**config.mk**
```make
export PLATFORM = sky130hd
export DESIGN_NAME = xlr8_hdmi_regbank
export DESIGN_NICKNAME = d
export VERILOG_FILES = /design/src/rtl/xlr8_hdmi_regbank_pkg.sv /design/src/rtl/xlr8_regbank_cell.sv /design/src/rtl/xlr8_hdmi_regbank.sv
export SDC_FILE = /design/constraint.sdc
export NUM_CORES = 1
export LEC_CHECK = 0
export ABC_AREA = 0
export CAP_MARGIN = 0
export CORE_AREA = 3 3 79 119
export CTS_CLUSTER_SIZE = 24
export DETAILED_ROUTE_END_ITERATION = 7
export DIE_AREA = 0 0 82 122
export PLACE_DENSITY = 0.76
export SYNTH_ARGS = -nofsm -noshare
export SYNTH_HDL_FRONTEND = slang
export SYNTH_SLANG_ARGS = --single-unit
```
**constraint.sdc**
```tcl
create_clock -name clk -period 3.8 [get_ports clk]
set_clock_uncertainty 0.2 [all_clocks]
set_input_delay 0.95 -clock clk [delete_from_list [all_inputs] [get_ports clk]]
set_output_delay 0.95 -clock clk [all_outputs]
set_load 0.005 [all_outputs]
```
**src/rtl/xlr8_hdmi_regbank_pkg.sv**
```systemverilog
// xlr8_hdmi_regbank_pkg: shared state encoding and control/status bit positions for the HDMI register bank
package xlr8_hdmi_regbank_pkg;
  typedef enum logic [1:0] {IDLE, ARMED, COMMIT} regbank_state_t;
  localparam int CTRL_ARM    = 0;
  localparam int CTRL_CANCEL = 1;
  localparam int CTRL_FORCE  = 2;
  localparam int ST_PENDING  = 0;
  localparam int ST_DONE     = 1;
endpackage

```
**src/rtl/xlr8_regbank_cell.sv**
```systemverilog
// xlr8_regbank_cell: one shadow/active register pair; ports clk, rst (async high), we loads shadow from d, commit copies shadow into active
module xlr8_regbank_cell #(
  parameter int WIDTH = 8
) (
  input  logic             clk,
  input  logic             rst,
  input  logic             we,
  input  logic             commit,
  input  logic [WIDTH-1:0] d,
  output logic [WIDTH-1:0] shadow,
  output logic [WIDTH-1:0] active
);
  always_ff @(posedge clk or posedge rst)
    if (rst) begin
      shadow <= '0;
      active <= '0;
    end else begin
      if (we) shadow <= d;
      if (commit) active <= shadow;
    end
endmodule

```
**src/rtl/xlr8_hdmi_regbank.sv**
```systemverilog
// xlr8_hdmi_regbank: double-buffered AVR register bank; ports clk/rst/clken, AVR DM bus (dbus_in, dbus_out, io_out_en, ramadr, ramre, ramwe, dm_sel), frame_start in, active_regs/commit_pulse/pending out
module xlr8_hdmi_regbank
  import xlr8_hdmi_regbank_pkg::*;
#(
  parameter int NUM_REGS    = 6,
  parameter int WIDTH       = 8,
  parameter int BASE_ADDR   = 0,
  parameter int CTRL_ADDR   = 0,
  parameter int STATUS_ADDR = 0,
  parameter int FCNT_ADDR   = 0
) (
  input  logic                      clk,
  input  logic                      rst,
  input  logic                      clken,
  input  logic [7:0]                dbus_in,
  output logic [7:0]                dbus_out,
  output logic                      io_out_en,
  input  logic [7:0]                ramadr,
  input  logic                      ramre,
  input  logic                      ramwe,
  input  logic                      dm_sel,
  input  logic                      frame_start,
  output logic [NUM_REGS*WIDTH-1:0] active_regs,
  output logic                      commit_pulse,
  output logic                      pending
);
  regbank_state_t state_q, state_d;
  logic ctrl_hit, status_hit, fcnt_hit, spec_hit, ctrl_wr, arm, cancel, force_c, commit, done_q;
  logic [7:0] fcnt_q, shadow_rd;
  logic [NUM_REGS-1:0] reg_hit;
  logic [WIDTH-1:0] shadow [NUM_REGS];
  // Aliased addresses resolve CTRL > STATUS > FCNT > shadow
  assign ctrl_hit   = dm_sel && ramadr == 8'(CTRL_ADDR);
  assign status_hit = dm_sel && ramadr == 8'(STATUS_ADDR) && !ctrl_hit;
  assign fcnt_hit   = dm_sel && ramadr == 8'(FCNT_ADDR) && !ctrl_hit && !status_hit;
  assign spec_hit   = ctrl_hit || status_hit || fcnt_hit;
  assign ctrl_wr    = clken && ramwe && ctrl_hit;
  assign arm        = ctrl_wr && dbus_in[CTRL_ARM];
  assign cancel     = ctrl_wr && dbus_in[CTRL_CANCEL];
  assign force_c    = ctrl_wr && dbus_in[CTRL_FORCE];
  assign commit     = state_q == COMMIT;
  assign pending    = state_q == ARMED;
  assign io_out_en  = ramre && (spec_hit || |reg_hit);
  genvar g;
  generate
    for (g = 0; g < NUM_REGS; g++) begin : g_reg
      assign reg_hit[g] = dm_sel && ramadr == 8'(BASE_ADDR + g) && !spec_hit;
      xlr8_regbank_cell #(.WIDTH(WIDTH)) u_cell (
        .clk    (clk),
        .rst    (rst),
        .we     (clken && ramwe && reg_hit[g]),
        .commit (commit),
        .d      (dbus_in[WIDTH-1:0]),
        .shadow (shadow[g]),
        .active (active_regs[g*WIDTH +: WIDTH])
      );
    end
  endgenerate
  // FORCE beats everything; COMMIT lasts exactly one cycle whatever the bus does
  always_comb
    state_d = commit ? IDLE :
              force_c ? COMMIT :
              pending ? (frame_start ? COMMIT : cancel ? IDLE : ARMED) :
              arm ? ARMED : IDLE;
  always_ff @(posedge clk or posedge rst)
    if (rst) begin
      state_q      <= IDLE;
      commit_pulse <= 1'b0;
      done_q       <= 1'b0;
      fcnt_q       <= '0;
    end else begin
      state_q      <= state_d;
      commit_pulse <= commit;
      done_q       <= commit || (done_q && !(status_hit && ramre));
      fcnt_q       <= fcnt_q + 8'(frame_start);
    end
  always_comb begin
    shadow_rd = '0;
    for (int i = 0; i < NUM_REGS; i++)
      if (reg_hit[i]) shadow_rd = 8'(shadow[i]);
    dbus_out = ctrl_hit ? 8'h00 :
               status_hit ? 8'((32'(done_q) << ST_DONE) | (32'(pending) << ST_PENDING)) :
               fcnt_hit ? fcnt_q : shadow_rd;
  end
endmodule

```
## After elaboration in Yosys (flattened, before gate mapping)

Cells that the tools add are included.

- Equality and inequality tests: 7
- Mux-type cells: 12
- Reduce and logical (&&, ||, !) cells: 26

Operators by type and width:

| kind | count |
|---|---|
| $mux W8 | 6 |
| $logic_and A1 B1 Y1 | 22 |
| $eq A8 B2 Y1 const B | 2 |
| $eq A8 B3 Y1 const B | 2 |
| $eq A8 B1 Y1 const B | 1 |
| $logic_not A8 Y1 | 1 |
| $mux W2 | 4 |
| $reduce_or A5 Y1 | 1 |
| $eq A2 B1 Y1 const B | 1 |
| $eq A2 B2 Y1 const B | 1 |
| $mux W1 | 2 |
| $logic_not A1 Y1 | 1 |
| $logic_or A1 B1 Y1 | 1 |

- Flip-flop bits (word level): 83
- Output and inout bits: 59

## Depth between registers and ports, before layout

- Depth after elaboration: 10
- Mapped depth: 6
- Gate-level depth less buffers: 3

## By module

A second synthesis with hierarchy kept.

- Cells, all modules: 304
- Area total of the unflattened synthesis: 4638.2 µm²

Modules (own cells, without submodules):

| module | times used | cells an instance | area an instance (µm²) |
|---|---|---|---|
| xlr8_regbank_cell | 6 | 35 | 666.9 |
| xlr8_hdmi_regbank | 1 | 94 | 636.9 |

## Worst setup path after synthesis

Ideal clock, no wire load.

- Kind: in2out
- Start: input port ramadr[0]
- End: output port dbus_out[2]
- Data arrival time: 2.188 ns
- Data required time: 2.650 ns
- Setup slack: 0.462 ns
- Cell stages on the path: 5
- Path buffers: 3
- Cells stage by stage: clkbuf_1 buf_2 buf_2 o21bai_1 a2111oi_0

- Word-level cells in the longest chain between the ends: 10
- Elaborated cells on any way between the ends: 24

RTL lines:

| element | RTL line | text |
|---|---|---|
| start: declaration | xlr8_hdmi_regbank.sv:18 | `input logic [7:0] ramadr,` |
| $logic_not A8 Y1 | n/a |  |
| $logic_and A1 B1 Y1 | n/a |  |
| $logic_not A1 Y1 | xlr8_hdmi_regbank.sv:47 | `assign reg_hit[g] = dm_sel && ramadr == 8'(BASE_ADDR + g) && !spec_hit;` |
| $logic_and A1 B1 Y1 | xlr8_hdmi_regbank.sv:47 |  |
| $mux W8 (5 in a row) | xlr8_hdmi_regbank.sv:80 | `if (reg_hit[i]) shadow_rd = 8'(shadow[i]);` |
| $mux W8 (*) | xlr8_hdmi_regbank.sv:81 | `dbus_out = ctrl_hit ? 8'h00 :` |
| end: declaration | xlr8_hdmi_regbank.sv:16 | `output logic [7:0] dbus_out,` |

Mark *: on every way between the ends. The rest lies on a longest branch, timed or not.

## Final worst setup path

- Start: input port ramadr[6]
- End: output port dbus_out[2]

The elaborated chain is that of the path after synthesis.

==> summary.txt <==
Outcome
  • Status: finished, final reports clean

Detailed routing
  • Drt drc: 0
  • Via density per instance: 5.480
  • Routed WL: 8.991 mm
  • Initial DRC Count: 175
  • Drt first pass iters: 4
  • DRT antenna net count: 0
  • Detailed-route wire length per cell: 18.42 um
  • DR vias: 2674

Floorplanning
  • Die ar.: 10000 sq um
  • Die Span X: 82 um
  • Initial core utilization: 44.99%
  • Standard-cell rows: 41
  • Core region area: 8413 sq um
  • Io pins: 82
  • DIE HEIGHT: 122 um

Cells and area
  • Layout Utilization: 63.46%
  • Nets: 399
  • Design area: 5339 sq um
  • Layout cell share with drive strength beyond 1: 41.73%
  • Cell Count, Final, Fillers Out: 488
  • Diodes inserted: 0
  • Multi-input logic area: 1768 sq um
  • Fill cells: 642
  • Area Overhead vs Synth: 41.06%
  • Storage cell area: 2077 sq um

Synthesis
  • Synthesized instance count: 274
  • Yosys warning count: 0
  • Synth area leaders: dfrtp_1 (55%), mux2_2 (25%), a2111oi_0 (1.6%), buf_4 (1.6%), o21a_1 (1.6%)
  • Syn Std Cell Area: 3785 sq um
  • Async SR Flop Fraction: 100.0%
  • Ys flop type: dfrtp_1
  • Synth cell types: 35
  • Number of synthesized flops with an enable pin: 0
  • Count of state elements after synthesis: 83
  • Syn Area/Cell: 13.81 sq um
  • Top-area cell type share of the netlist area: 54.88%
  • Area leader, netlist: dfrtp_1
  • Register area share after synthesis: 54.88%

STA
  • Setup violators final: 0
  • Final period utilization: 98.20%
  • Hold slack: 302.1 ps
  • Max transition margin: 46.74%
  • Unrepaired setup endpoints after global routing: false
  • Worst Max-Slew Pin Slew: 798.0 ps
  • Max frequency: 0.2680 GHz
  • Final setup TNS: 0 ps
  • Hold Vio Cnt, Final: 0
  • Final WS setup: 68.37 ps
  • Min Tclk post-route: 3732 ps
  • Final Max Slew Viols: 0

GRT
  • GRT Residual Overflow: 0
  • Largest net degree at the start of global routing: 46
  • Global-route wire length before repair: 14.47 mm
  • Initial antenna violation count: 0
  • Vias in the first global route: 2790
  • GR Util All Layers: 19.41%

Setup path
  • Crit path required time: 2650 ps
  • Crit end category: output port
  • Crit path max fanout: 4
  • Critical path class: input port to output port
  • Setup crit start kind: input port
  • CP Data Arrival Time: 2580 ps

Place
  • DP Area: 4827 sq um
  • Pre-CTS setup slack: -587.3 ps
  • HPWL after detailed placement: 6.190 mm
  • RD Place Congestion: 0.8058
  • PortBufs: 73
  • Placed Cells: 470

Clock network
  • CTS tree: built
  • CTS Sinks: 83
  • Clk buf depth: 2
  • Worst skew pair latency: 350 ps
  • Cts hold-fix bufs: 0
  • H-tree Lvls: 3
  • Inserted Clock Buffers: 9
  • CTS root buf: clkbuf_16
  • CTS clk-pin slew, worst paths: 60 ps

Power
  • PwrDens: 371.4 nW/um^2
  • Power consumption: 1.983 mW
  • P_leak: 2.567 nW
  • VDD IR max: 0.0002494 V

Job
  • Max cap viols: 0

Hold path
  • HP Class: flip-flop to flip-flop
cell usage after synthesis (all sizes together), types with 2 or more instances:
cell / count
a211oi: 4
a221oi: 4
nand2: 6
nand3b: 4
nand4b: 2
nand4: 2
nand2b: 4
o22ai: 4
dfrtp: 83
a21oi: 5
nor2b: 3
inv: 4
nor4: 2
clkbuf: 10
nor4b: 3
a2111oi: 7
nor2: 2
or2: 2
o21a: 8
o21bai: 3
mux2: 85
buf: 14
mux2i: 5
final cells by class:
class                      instances  area share (%)
clock buffer                      10           4.476
clock inverter                     6           1.664
inverter                           4          0.3047
multi-input combinational        170           33.11
sequential                        83           38.90
tap                              107           2.508
timing repair buffer             108           19.03
registers in the layout (all words and copies together) (netlist names):
name,cells
commit_pulse,1
state_q,2
g.u_cell.shadow,40
g.u_cell.active,40
cells in the final DEF, fill, tap and decap left out, types with 2 or more instances in the layout:
cell / instances
a2111oi_4: 6
a211oi_1: 4
a21oi_1: 5
a221oi_1: 2
buf_12: 2
buf_4: 31
buf_6: 2
bufinv_16: 2
clkbuf_16: 9
clkdlybuf4s50_1: 57
clkinv_2: 2
clkinvlp_4: 2
conb_1: 8
dfrtp_1: 83
dlygate4sd2_1: 13
inv_1: 3
mux2_2: 85
mux2i_1: 5
nand2_1: 6
nand2b_1: 2
nand2b_4: 2
nand3b_1: 4
nand4_2: 2
nor2_1: 2
nor2b_1: 3
nor4_4: 2
nor4b_1: 2
o21a_1: 8
o21bai_1: 3
o22ai_1: 4
or2_4: 2
repair_timing:
item	in CTS	in global routing
hold endpoints to repair	0	0
gates resized for setup	51	3
setup endpoints to repair	9	3
gates cloned	0	0
pin swaps	3	1
setup buffers	4	0
worst max-delay path: stages:
cell and delay [ps]:
clkdlybuf4s50_1 420, or2_4 240, nand2b_4 150, buf_4 140, buf_6 130, a2111oi_2 300, clkdlybuf4s15_2 260
worst paths after layout:
kind	from	end	slack, ps	cells after the start
setup / recovery	ramadr[6]	dbus_out[2]	70	7
hold / removal	g_reg[4].u_cell.active[4]	g_reg[4].u_cell.active[4]	300	1
setup reg to reg	state_q[0]	g_reg[2].u_cell.active[3]	1610	4
hold reg to reg	g_reg[4].u_cell.active[4]	g_reg[4].u_cell.active[4]	300	1
max in group asynchronous	rst	g_reg[5].u_cell.active[3]	1870	3
min in group asynchronous	rst	g_reg[1].u_cell.active[4]	860	2
logic make-up (layout without fill, tap and decap cells):
logic type	count (synthesis)	after routing	synth area share [%]
muxes	90	90	26.61
other	1	8	0.09908
buffers and inverters	28	128	3.636
and+or+nand+nor	34	34	7.272
AOI/OAI and AO/OA	38	38	7.504
DFF	83	83	54.88
layer usage:
layer	up-vias	share of wire (%)	global-route usage (%)
li1	1204	-	-
met1	1361	40	24.78
met5	-	0	0
met2	87	52	31.17
met3	22	4.6	3.550
met4	0	2.9	9.667
power by group:
part	internal [mW]	leakage (nW)	switching, mW	total, mW
Combinational	0.0636	1.25	0.0798	0.143
Sequential	0.890	1.16	0.00563	0.896
Clock	0.593	0.155	0.351	0.943
(Power assumes the default switching activity.)
